`config.mk`:
```
export PLATFORM = sky130hd
export DESIGN_NAME = rgb_encoder
export DESIGN_NICKNAME = d
export VERILOG_FILES = /design/src/rtl/rgb_pkg.sv /design/src/rtl/rgb_half_enc.sv /design/src/rtl/rgb_encoder.sv
export SDC_FILE = /design/constraint.sdc
export NUM_CORES = 1
export LEC_CHECK = 0
export BUFFER_PORTS_ARGS = -buffer_cell sky130_fd_sc_hd__buf_2
export CELL_PAD_IN_SITES_DETAIL_PLACEMENT = 2
export CELL_PAD_IN_SITES_GLOBAL_PLACEMENT = 2
export CORE_ASPECT_RATIO = 1.2
export CORE_UTILIZATION = 36
export DETAILED_ROUTE_END_ITERATION = 10
export PLACE_DENSITY_LB_ADDON = 0.1
export SLEW_MARGIN = 20
export SYNTH_ARGS = -nofsm -noshare
export SYNTH_HDL_FRONTEND = slang
export SYNTH_SLANG_ARGS = --single-unit
```
`constraint.sdc`:
```
create_clock -name clk -period 1.8 [get_ports clk]
set_input_delay 0.18 -clock clk [delete_from_list [all_inputs] [get_ports clk]]
set_output_delay 0.18 -clock clk [all_outputs]
set_load 0.02 [all_outputs]
```
`src/rtl/rgb_pkg.sv`:
```
// Shared colour tables for the RGB LED decoder/encoder pair and the encoder FSM encoding.
// Both directions import these constants, so the two mappings stay in step.
package rgb_pkg;

  // Colour codes
  localparam logic [2:0] RED     = 3'd0;
  localparam logic [2:0] MAGENTA = 3'd1;
  localparam logic [2:0] YELLOW  = 3'd2;
  localparam logic [2:0] GREEN   = 3'd3;
  localparam logic [2:0] CYAN    = 3'd4;
  localparam logic [2:0] BLUE    = 3'd5;
  localparam logic [2:0] WHITE   = 3'd6;
  localparam logic [2:0] OFF     = 3'd7;

  // One LED's {R,G,B} drive pattern for each colour
  localparam logic [2:0] PAT_RED     = 3'b100;
  localparam logic [2:0] PAT_MAGENTA = 3'b101;
  localparam logic [2:0] PAT_YELLOW  = 3'b110;
  localparam logic [2:0] PAT_GREEN   = 3'b010;
  localparam logic [2:0] PAT_CYAN    = 3'b011;
  localparam logic [2:0] PAT_BLUE    = 3'b001;
  localparam logic [2:0] PAT_WHITE   = 3'b111;
  localparam logic [2:0] PAT_OFF     = 3'b000;

  localparam logic [7:0] ERR_MAX = 8'd255;

  typedef enum logic [1:0] {
    IDLE   = 2'd0,
    SETTLE = 2'd1,
    HOLD   = 2'd2
  } state_t;

endpackage

```
`src/rtl/rgb_half_enc.sv`:
```
// Combinational encoder: one LED's 3-bit {R,G,B} pattern -> 3-bit colour code.
module rgb_half_enc
  import rgb_pkg::*;
(
  input  logic [2:0] pat,
  output logic [2:0] code
);

  // NOTE: assigning a default before the case keeps this purely combinational (no latch).
  always_comb begin
    code = OFF;
    case (pat)
      PAT_RED:     code = RED;
      PAT_MAGENTA: code = MAGENTA;
      PAT_YELLOW:  code = YELLOW;
      PAT_GREEN:   code = GREEN;
      PAT_CYAN:    code = CYAN;
      PAT_BLUE:    code = BLUE;
      PAT_WHITE:   code = WHITE;
      PAT_OFF:     code = OFF;
      default:     code = OFF;
    endcase
  end

endmodule

```
`src/rtl/rgb_encoder.sv`:
```
// Recovers the colour code from the two-LED drive pattern: synchronise, debounce,
// consistency-check, then hand each new stable pattern downstream once via valid/ready.
module rgb_encoder
  import rgb_pkg::*;
#(
  parameter int STABLE_CYCLES = 4,
  parameter int CNT_W         = 8
) (
  input  logic       clk,
  input  logic       rst_n,
  input  logic [5:0] rgb_in,
  output logic [2:0] out_code,
  output logic       out_err,
  output logic       out_valid,
  input  logic       out_ready,
  output logic [7:0] err_count
);

  localparam logic [CNT_W-1:0] STABLE_N = CNT_W'(STABLE_CYCLES);
  localparam logic [CNT_W-1:0] CNT_ONE  = CNT_W'(1);

  logic [5:0]       sync1, rgb_s;
  logic [5:0]       last_pat, cand, cand_d;
  logic [CNT_W-1:0] cnt, cnt_d;
  state_t           state, state_d;
  logic             emit, accept;
  logic [2:0]       half_code;
  logic             consistent;

  rgb_half_enc u_half_enc (
    .pat  (cand[5:3]),
    .code (half_code)
  );

  assign consistent = (cand[5:3] == cand[2:0]);

  // NOTE: sequential state uses non-blocking assignments so every flop samples pre-edge values.
  always_ff @(posedge clk or negedge rst_n) begin
    if (!rst_n) begin
      sync1 <= '0;
      rgb_s <= '0;
    end else begin
      sync1 <= rgb_in;
      rgb_s <= sync1;
    end
  end

  always_ff @(posedge clk or negedge rst_n) begin
    if (!rst_n) state <= IDLE;
    else        state <= state_d;
  end

  always_comb begin
    state_d = state;
    cand_d  = cand;
    cnt_d   = cnt;
    emit    = 1'b0;
    accept  = 1'b0;
    case (state)
      IDLE: begin
        if (rgb_s != last_pat) begin
          cand_d  = rgb_s;
          cnt_d   = CNT_ONE;
          state_d = SETTLE;
        end
      end
      SETTLE: begin
        // A glitch that returns to the last emitted pattern is dropped silently.
        if (rgb_s == last_pat) begin
          state_d = IDLE;
        end else if (rgb_s != cand) begin
          cand_d = rgb_s;
          cnt_d  = CNT_ONE;
        end else if (cnt < STABLE_N) begin
          cnt_d = cnt + CNT_ONE;
        end else begin
          emit    = 1'b1;
          state_d = HOLD;
        end
      end
      HOLD: begin
        if (out_valid && out_ready) begin
          accept  = 1'b1;
          state_d = IDLE;
        end
      end
      default: state_d = IDLE;
    endcase
  end

  always_ff @(posedge clk or negedge rst_n) begin
    if (!rst_n) begin
      cand      <= '0;
      cnt       <= '0;
      last_pat  <= '0;
      out_code  <= OFF;
      out_err   <= 1'b0;
      out_valid <= 1'b0;
      err_count <= '0;
    end else begin
      cand <= cand_d;
      cnt  <= cnt_d;
      if (emit) begin
        out_code  <= consistent ? half_code : OFF;
        out_err   <= !consistent;
        out_valid <= 1'b1;
        last_pat  <= cand;
        if (!consistent && err_count != ERR_MAX) err_count <= err_count + 8'd1;
      end else if (accept) begin
        out_valid <= 1'b0;
      end
    end
  end

endmodule

```
# Word level (Yosys, flattened, before mapping)
# Memories as Yosys holds them, arrays and structs flattened.
# Cells that the tools add are included.
dict set report word_totals {
  register_bits 47
  latchBits 0
  mem_bits_rw 0
  romBits 24
  input_bits 9
  elab_cells 62
  mem_count 1
}
# name words width read_ports rd_clocked_by_memory_dff wr line_no
set memory_table {}
lappend memory_table {{(name not given)} 8 3 1 0 0 rgb_half_enc.sv:12} ;# case (pat)
dict set report classes {
  add_sub_neg 2
  multipliers 0
  div_mod_pow 0
  magnitude_cmp 1
  n_eq_ne 14
  shift 0
  muxes 24
  bitwise 0
  n_reduce_logical 10
}
# cell count
set ops {}
lappend ops {{8-bit 2-to-1 mux} 4}
lappend ops {{6-bit 2-to-1 mux} 3}
lappend ops {{8-bit by 1-bit adder with 8-bit output, second input constant} 2}
lappend ops {{8-bit one-hot mux with 2 select lines} 1}
lappend ops {{6-bit inequality test} 2}
lappend ops {{6-bit one-hot mux with 2 select lines} 1}
lappend ops {{4-bit AND reduction} 3}
lappend ops {{2-bit 2-to-1 mux} 5}
lappend ops {{3-bit inequality test, second input constant} 3}
lappend ops {{8-bit by 3-bit < comparator with 1-bit output, second input constant} 1}
lappend ops {{1-bit 2-to-1 mux} 8}
lappend ops {{2-bit inequality test, second input constant} 4}
lappend ops {{8-bit inequality test, second input constant} 1}
lappend ops {{6-bit == test} 1}
lappend ops {{2-bit one-hot mux with 3 select lines} 1}
lappend ops {{2-bit nonzero test} 2}
lappend ops {{3-bit == test} 1}
lappend ops {{3-bit 2-to-1 mux} 1}
lappend ops {{2-bit by 1-bit == test with 1-bit output, second input constant} 1}
lappend ops {{2-bit == test, second input constant} 1}
lappend ops {{1-bit logical AND} 2}
lappend ops {{2-bit logical NOT} 1}
lappend ops {{2-bit AND reduction} 1}
lappend ops {{1-bit logical NOT} 1}

# Longest topological paths before layout
# Gate-level depths: netlist of run 1.
dict set report logic_depth {
  word_depth 6
  mapped_depth 7
}

# Hierarchy
# A second synthesis of run 1 with hierarchy kept.
dict set report hier_totals {
  cells_unflattened 161
  area_unflattened_um2 2047.0
}
# mod n_inst cells_each area_each_um2 seq_area_each_um2
set by_module_without_submodules {}
lappend by_module_without_submodules {rgb_encoder 1 155 2003.2 1179.9}
lappend by_module_without_submodules {rgb_half_enc 1 6 43.8 0.0}

# Worst setup path after synthesis of run 1
# OpenSTA, ideal clock, no wires.
dict set report synth_path {
  path_kind {register to register}
  startpoint {register cnt[3]}
  endpoint {register last_pat[0]}
  arrival_ps 1640
  slack_ps 36
  path_stages_with_launch 6
  n_path_buf 0
  synth_period_minus_slack_ps 1764
  path_cell_list {dfrtp_1 -> or4_4 -> nor3_4 -> a21oi_2 -> nand2_4 -> mux2_2}
}
dict set report synth_via {
  elab_chain_cells 5
}
# element line_no
set synth_lines {}
lappend synth_lines {{start, declared} rgb_encoder.sv:24} ;# logic [CNT_W-1:0] cnt, cnt_d;
lappend synth_lines {{start signal, assigned} rgb_encoder.sv:102} ;# cnt <= cnt_d;
lappend synth_lines {{8-bit by 3-bit < comparator with 1-bit output} rgb_encoder.sv:74} ;# end else if (cnt < STABLE_N) begin
lappend synth_lines {{1-bit 2-to-1 mux} rgb_encoder.sv:74}
lappend synth_lines {{1-bit 2-to-1 mux} rgb_encoder.sv:71} ;# end else if (rgb_s != cand) begin
lappend synth_lines {{1-bit 2-to-1 mux} rgb_encoder.sv:69} ;# if (rgb_s == last_pat) begin
lappend synth_lines {{1-bit 2-to-1 mux} rgb_encoder.sv:59} ;# case (state)
lappend synth_lines {{end signal, assigned} rgb_encoder.sv:107} ;# last_pat <= cand;
lappend synth_lines {{end, declared} rgb_encoder.sv:23} ;# logic [5:0] last_pat, cand, cand_d;
# Every way passes these cells.
# A chain may end at the register's enable or synchronous reset.

# Final worst setup path of run 1
dict set report layout_path {
  startpoint {register last_pat[5]}
  endpoint {register last_pat[3]}
}
dict set report layout_via {
  elab_chain_cells 3
}
# element line_no
set layout_lines {}
lappend layout_lines {{6-bit == test} rgb_encoder.sv:69}
lappend layout_lines {{1-bit 2-to-1 mux} rgb_encoder.sv:69}
lappend layout_lines {{1-bit 2-to-1 mux} rgb_encoder.sv:59}
# Every way passes these cells.

==> reports/metrics.cfg, run 1 <==
[synth]
synthArstFlopShare=1.00
post_synthesis_net_count=165
synth_seq_area_share=0.588
post_synth_fa_ha_maj_area_fraction=0.0125
synth-main-ff-cell=dfrtp_1
yosysMostFrequentCell=dfrtp_1
syn_area_per_cell_um2=13.0
yosys_warnings=0
ys_ff_latch=47
yosys-top-cells-area=dfrtp_1 55%, mux2_2 8.4%, xnor2_1 5.2%
yosys.cell_types.count=33
post_synth_instance_area_mm2=0.00201
synth-edff-count=0
synthSimpleGateAreaFrac=0.130
synth_top_family_by_area=simple AND/OR/NAND/NOR gates
compound_gate_portion_of_the_synthesized_area=0.0567
synthCells=154
post_synth_mux_area_share=0.0916
yosys.area.top_type=dfrtp_1
netlist_top_cells_count=44 x dfrtp_1, 15 x mux2_2, 12 x xnor2_1
synthXorXnorAreaFrac=0.0916
synth_top_area_frac=0.549

[timing]
clock_skew_ns=0.00639
max_clock_freq_mhz=539
setup_total_negative_slack_ns=-0.314
setup_slack_ns=-0.0563
timing.final.max_slew_violations=0
rsz0062_at_grt=true
final.period_utilization=1.03
timing.final.setup_violations=6
max_slew_margin=0.782
timing.final.crit_period_ns=1.86
worst_pin_slew_ns=0.325
final_hold_viol_count=0

[place]
place.gp.congestion=0.725
place.port_buffers=21
placement.cell_area_mm2=0.00233
place.detailed.hpwl_mm=3.17

[routing]
met2WireLength_mm=2.78
dr_total_vias=1425
detail-route-antenna-nets=0
via_per_inst=5.09
remaining_drc_errors=0
dr.max_layer_used=met4
met1_length_mm=2.03
detailroute.wirelength.met3_um=91
total_wire_length_after_detailed_routing_mm=4.97
drt_iter0_drc=41
detailedRoute.firstPassIterationCount=3
route.detailed.wl_per_inst_um=17.8

[worst_setup_path]
r2r_setup_slack_ns=-0.06
r2r_end=last_pat[3]
critical_path.max_fanout=5
crit_required_ns=2.00
worst_ep_arrival_time_ns=2.05
endpoint_kind=flip-flop
setup.worst_path.start_class=flip-flop
timing.reg2reg.worst_path_depth=7
rr_startpoint=last_pat[5]
timing_worst_setup_path_type=flip-flop to flip-flop

[finish]
antenna_cells_inserted=0
final_layout_size_suffix_gt1_frac=0.450
finish.net_count=228
area_growth_syn_to_layout_pct=36.7
fill_cells=506
layout.cell_area.non_filler_mm2=0.00274
final_core_util=0.514

[outcome]
outcome=finished, violations left
violations_in_the_final_reports=negative setup slack

[power_and_ir_drop]
pwr-share-comb=0.085
cellLeakagePower_nw=1.34
power.ir.vdd_worst_uv=362
power_frac_clock=0.384
p_seq_frac=0.531
internal_power_mw=1.59
power_density_mw_per_mm2=756
total_switching_power_mw=0.483
total_power_mw=2.07
switching_share=0.233

[grt]
grt_pass1_wl_mm=7.89
gr-usage-all-layers=0.178
number_of_antenna_violations_at_the_first_check_in_global_routing=0
first_global_vias=1526
global_route.overflow_total=0
grt_max_degree=48

[floorplanning]
number_of_placement_rows=29
core_mm2=0.00533
start_util=0.376
chipHeight_um=83.8
num_io_pins=22
dieArea_mm2=0.00588
die_width_um=70.2

[hold_path]
hold_start=out_ready
end_point_of_the_worst_hold_path=state[1]
timing.hold.worst_path_depth=4
hold_class=input pin to flip-flop

[clock_network]
clock-sinks=47
cts_tree=built
insertion_delay_ns=0.31
root_buf_cell=clkbuf_8
number_of_buffers_inserted_during_clock_tree_synthesis=5
htreeDepth=2
worst_setup_hold_path_clk_slew_ns=0.09
clk_path_buf_depth=2

[run]
max_cap_violations=0

worst max-delay path by stage:
stage / slack [ns] / to / from
4_1_cts: -0.02 / last_pat[0] / cnt[3]
2_1_floorplan: 0.04 / last_pat[0] / cnt[3]
6_report: -0.06 / last_pat[3] / last_pat[5]
5_1_grt: -0.11 / err_count[2] / last_pat[4]
3_5_place_dp: -0.05 / cand[2] / last_pat[2]
3_3_place_gp: -0.01 / last_pat[5] / rgb_s[2]
layout by cell type, fill, tap and decap left out, types with 2 or more instances in the layout:
cell type      netlist  layout
a41oi_1              2       2
inv_1                5       5
clkbuf_8             1       5
nand4_1              9       9
dfstp_2              3       3
nand2_4              1       2
nand3_1              4       3
xnor2_1             12       8
xnor2_2              0       4
buf_4                0      25
nor3_4               2       2
nor2b_1              8       8
xor2_1               9       8
ha_1                 2       2
a31oi_1              3       2
nand2_1              4       4
a21oi_1              4       2
o21ai_0              3       3
nand3_2              1       2
dlygate4sd3_1        0       7
and3_1               2       2
dfrtp_1             44      44
mux2_2              15       8
a21oi_2              1       2
buf_6                1       4
o21a_1               2       2
buf_2                2      21
nor2_1               5       5
mux2_4               1       8
layer usage:
metal | GRT usage | vias to the layer above
met4 | 0.0600 | 0
met3 | 0.0399 | 5
met5 | 0 | -
li1 | - | 659
met2 | 0.323 | 17
met1 | 0.204 | 744
kinds of logic (layout without fill, tap and decap cells):
family / Yosys count / in the layout
and+or+nand+nor: 41 / 42
buffers and inverters: 10 / 73
adders and majority gates: 2 / 2
muxes: 16 / 16
xor gates and xnor gates: 21 / 21
AOI/OAI and AO/OA: 17 / 17
DFF: 47 / 47
power by group through the flow:
| stage | Combinational [mW] | Sequential (mW) | Clock (mW) |
|---|---|---|---|
| floorplan | 0.0598 | 1.12 | 0 |
| global placement | 0.133 | 1.12 | 0 |
| detailed placement | 0.139 | 1.12 | 0 |
| CTS | 0.159 | 1.10 | 0.821 |
| global route | 0.191 | 1.11 | 0.862 |
| finish | 0.176 | 1.10 | 0.796 |
critical path, stage by stage, from the launching register on:
cell and delay, ns:
dfrtp_1 0.39, xor2_1 0.17, nor4_1 0.33, buf_4 0.19
buf_6 0.10, a21oi_4 0.08, nand2_4 0.17, mux2_4 0.31
what timing repair did:
action	in CTS	in global routing
hold endpoints to repair	50	0
resized for setup	13	13
gates cloned	1	1
buffers inserted	3	6
pin swaps	5	6
setup endpoints to repair	24	27
hold buffers	7	0
final cells by class:
cell class / instances / area, um2 / share of cell area
Clock inverter: 3 / 47.5 / 0.0173
Sequential cell: 47 / 1180 / 0.430
Timing Repair Buffer: 60 / 468 / 0.171
Tap cell: 62 / 77.6 / 0.0283
Clock buffer: 5 / 68.8 / 0.0251
Multi-Input combinational cell: 98 / 882 / 0.322
Inverter: 5 / 18.8 / 0.00684
state kept, by name, indices dropped and copies added, names as in the netlist:
signal and cells:
last_pat 6, sync1 6, state 2, out_code 3, out_valid 1, rgb_s 6
out_err 1, err_count 8, cand 6, cnt 8
through the flow:
| stage | setup slack (ns) | instances | hold WS, ns |
|---|---|---|---|
| final | -0.0563 | 280 | 0.162 |
| after global routing | -0.115 | 280 | 0.178 |
| after CTS | -0.0186 | 273 | 0.156 |
| after detailed placement | -0.0457 | 254 | 0.187 |
| after global placement | -0.0105 | 254 | 0.180 |
| after floorplan | 0.0357 | 154 | -0.116 |
No activity file was read; power rests on OpenSTA's default activity.
==> inputs of run 2 (changes only) <==
--- a/config.mk
+++ b/config.mk
@@ -12,6 +12,7 @@
 export CORE_UTILIZATION = 36
 export DETAILED_ROUTE_END_ITERATION = 10
 export PLACE_DENSITY_LB_ADDON = 0.1
+export RECOVER_POWER = 100
 export SLEW_MARGIN = 20
 export SYNTH_ARGS = -nofsm -noshare
 export SYNTH_HDL_FRONTEND = slang
==> reports/metrics.cfg, run 2 (synthesized netlist as in run 1, its figures left out) <==
[outcome]
outcome=finished, violations left
violations_in_the_final_reports=negative setup slack

[worst_setup_path]
crit_required_ns=2.00  ; about the same
timing_worst_setup_path_type=flip-flop to flip-flop
worst_ep_arrival_time_ns=2.05  ; about the same
setup.worst_path.start_class=flip-flop
critical_path.max_fanout=5  ; unchanged
path_cells=xor2_1 > nor4_1 > buf_4 > buf_6 > a21oi_4 > nand2_4 > mux2_4
cpMaxStageDelayCell=dfrtp_1
endpoint_kind=flip-flop
slowest_delay_ns=0.39  ; about the same

[grt]
first_global_vias=1526  ; unchanged
global_route.overflow_total=0  ; unchanged
gr-usage-all-layers=0.178  ; unchanged
grt_pass1_wl_mm=7.89  ; unchanged
number_of_antenna_violations_at_the_first_check_in_global_routing=0  ; unchanged
grt_max_degree=48  ; unchanged

[finish]
largest_registers=cnt x8, err_count x8
final_layout_size_suffix_gt1_frac=0.390  ; -0.0596
fill_cells=507  ; +0.20%
finish.net_count=228  ; unchanged
antenna_cells_inserted=0  ; unchanged
layout.area.seq_mm2=0.00118  ; unchanged
multi_input_area_um2=882  ; unchanged
layout_commonest_cell=dfrtp_1
area_growth_syn_to_layout_pct=35.1
most-common-layout-cells=44 x dfrtp_1, 25 x buf_4, 13 x clkbuf_1

[timing]
max_clock_freq_mhz=539  ; about the same
rsz0062_at_grt=true
worst_pin_slew_ns=1.13  ; +0.808 ns
timing.final.max_slew_violations=0  ; unchanged
setup_slack_ns=-0.0558  ; +0.000483 ns
max_slew_margin=0.245  ; -0.538
final_hold_viol_count=0  ; unchanged
setup_total_negative_slack_ns=-0.319  ; -0.00472 ns
clock_skew_ns=0.00526  ; -0.00113 ns
timing.final.crit_period_ns=1.86  ; -0.000483 ns
timing.final.setup_violations=6  ; unchanged
final.period_utilization=1.03  ; about the same

[power_and_ir_drop]
total_switching_power_mw=0.480  ; -0.50%
internal_power_mw=1.59  ; -0.28%
cellLeakagePower_nw=1.28  ; -4.6%
power.ir.vdd_worst_uv=359  ; -0.93%
power_frac_clock=0.384  ; about the same
switching_share=0.232  ; -0.000395
p_seq_frac=0.533  ; +0.002
total_power_mw=2.07  ; -0.33%
power_density_mw_per_mm2=762  ; +0.82%
pwr-share-comb=0.082  ; -0.003

[floorplanning]
core_mm2=0.00533  ; unchanged
die_width_um=70.2  ; unchanged
dieArea_mm2=0.00588  ; unchanged
num_io_pins=22  ; unchanged
start_util=0.376  ; unchanged
number_of_placement_rows=29  ; unchanged
chipHeight_um=83.8  ; unchanged

[clock_network]
worst_setup_hold_path_clk_slew_ns=0.09  ; about the same
clk_path_buf_depth=2  ; unchanged
insertion_delay_ns=0.31  ; about the same
root_buf_cell=clkbuf_8
cts_tree=built
number_of_buffers_inserted_during_clock_tree_synthesis=5  ; unchanged
htreeDepth=2  ; unchanged
clock-sinks=47  ; unchanged

[routing]
route.detailed.wl_per_inst_um=17.7  ; about the same
total_wire_length_after_detailed_routing_mm=4.97  ; about the same
remaining_drc_errors=0  ; unchanged
dr_total_vias=1440  ; +1.1%
drt_iter0_drc=36  ; -12%
via_per_inst=5.14  ; +1.1%
detailedRoute.firstPassIterationCount=4  ; +1
detail-route-antenna-nets=0  ; unchanged

[place]
place.port_buffers=21  ; unchanged
place.gp.congestion=0.725  ; unchanged
place.detailed.hpwl_mm=3.17  ; unchanged

[run]
max_cap_violations=0  ; unchanged

[hold_path]
hold_class=input pin to flip-flop

run 2: cell types whose count changed in the layout (fill, tap and decap cells not counted):
cell,delta
clkbuf_2,+1
buf_2,-13
clkbuf_1,+13
buf_12,-1
run 2: layout make-up:
cell class | count | area share
Tap cell | 62 | 0.0286
Clock buffer | 5 | 0.0254
Multi-Input combinational cell | 98 | 0.325
Clock inverter | 3 | 0.0175
Inverter | 5 | 0.00692
Timing Repair Buffer | 60 | 0.161
Sequential cell | 47 | 0.435
run 2: repair_timing:
action,in CTS,in global routing
setup endpoints to repair,24,27
setup buffers,3,6
gates cloned,1,1
hold buffers,7,0
resized for setup,13,13
pin swaps,5,6
hold endpoints to repair,50,0
run 2: power groups by stage:
stage / sequential [mW] / combinational [mW] / clock [mW]
3_3_place_gp: 1.12 / 0.133 / 0
6_report: 1.10 / 0.170 / 0.794
3_5_place_dp: 1.12 / 0.139 / 0
5_1_grt: 1.11 / 0.186 / 0.862
2_1_floorplan: 1.12 / 0.0598 / 0
4_1_cts: 1.10 / 0.159 / 0.821
run 2: path summary, 6_finish.rpt:
kind	startpoint	slack, ns	cells after the start	endpoint
setup / recovery	last_pat[5]	-0.06	7	last_pat[3]
hold / removal	out_ready	0.16	4	state[1]
setup reg to reg	last_pat[5]	-0.06	7	last_pat[3]
hold reg to reg	sync1[3]	0.36	0	rgb_s[3]
max in group asynchronous	rst_n	0.40	3	cnt[6]
min in group asynchronous	rst_n	0.70	3	state[0]
run 2: metrics by stage:
| step | setup WS, ns | utilization | cell area, um2 | std cells | hold slack (ns) |
|---|---|---|---|---|---|
| final | -0.0558 | 0.508 | 2710 | 280 | 0.163 |
| after global routing | -0.115 | 0.508 | 2710 | 280 | 0.178 |
| after CTS | -0.0186 | 0.487 | 2600 | 273 | 0.156 |
| after detailed placement | -0.0457 | 0.436 | 2330 | 254 | 0.187 |
| after global placement | -0.0105 | 0.436 | 2330 | 254 | 0.180 |
| after floorplan | 0.0357 | - | 2010 | 154 | -0.116 |
run 2: critical path: cells and delay by family (launching register included):
kind	cells	cell delay [ns]
buffers and inverters	2	0.29
muxes	1	0.31
and+or+nand+nor	2	0.50
AOI/OAI and AO/OA	1	0.08
xor gates and xnor gates	1	0.17
DFF	1	0.39
run 2: metal layers:
layer,part of all wire,vias to the layer above,track usage
met3,0.025,6,0.0399
met2,0.56,26,0.323
met5,0,-,0
met4,0.014,0,0.0600
li1,-,659,-
met1,0.40,749,0.204
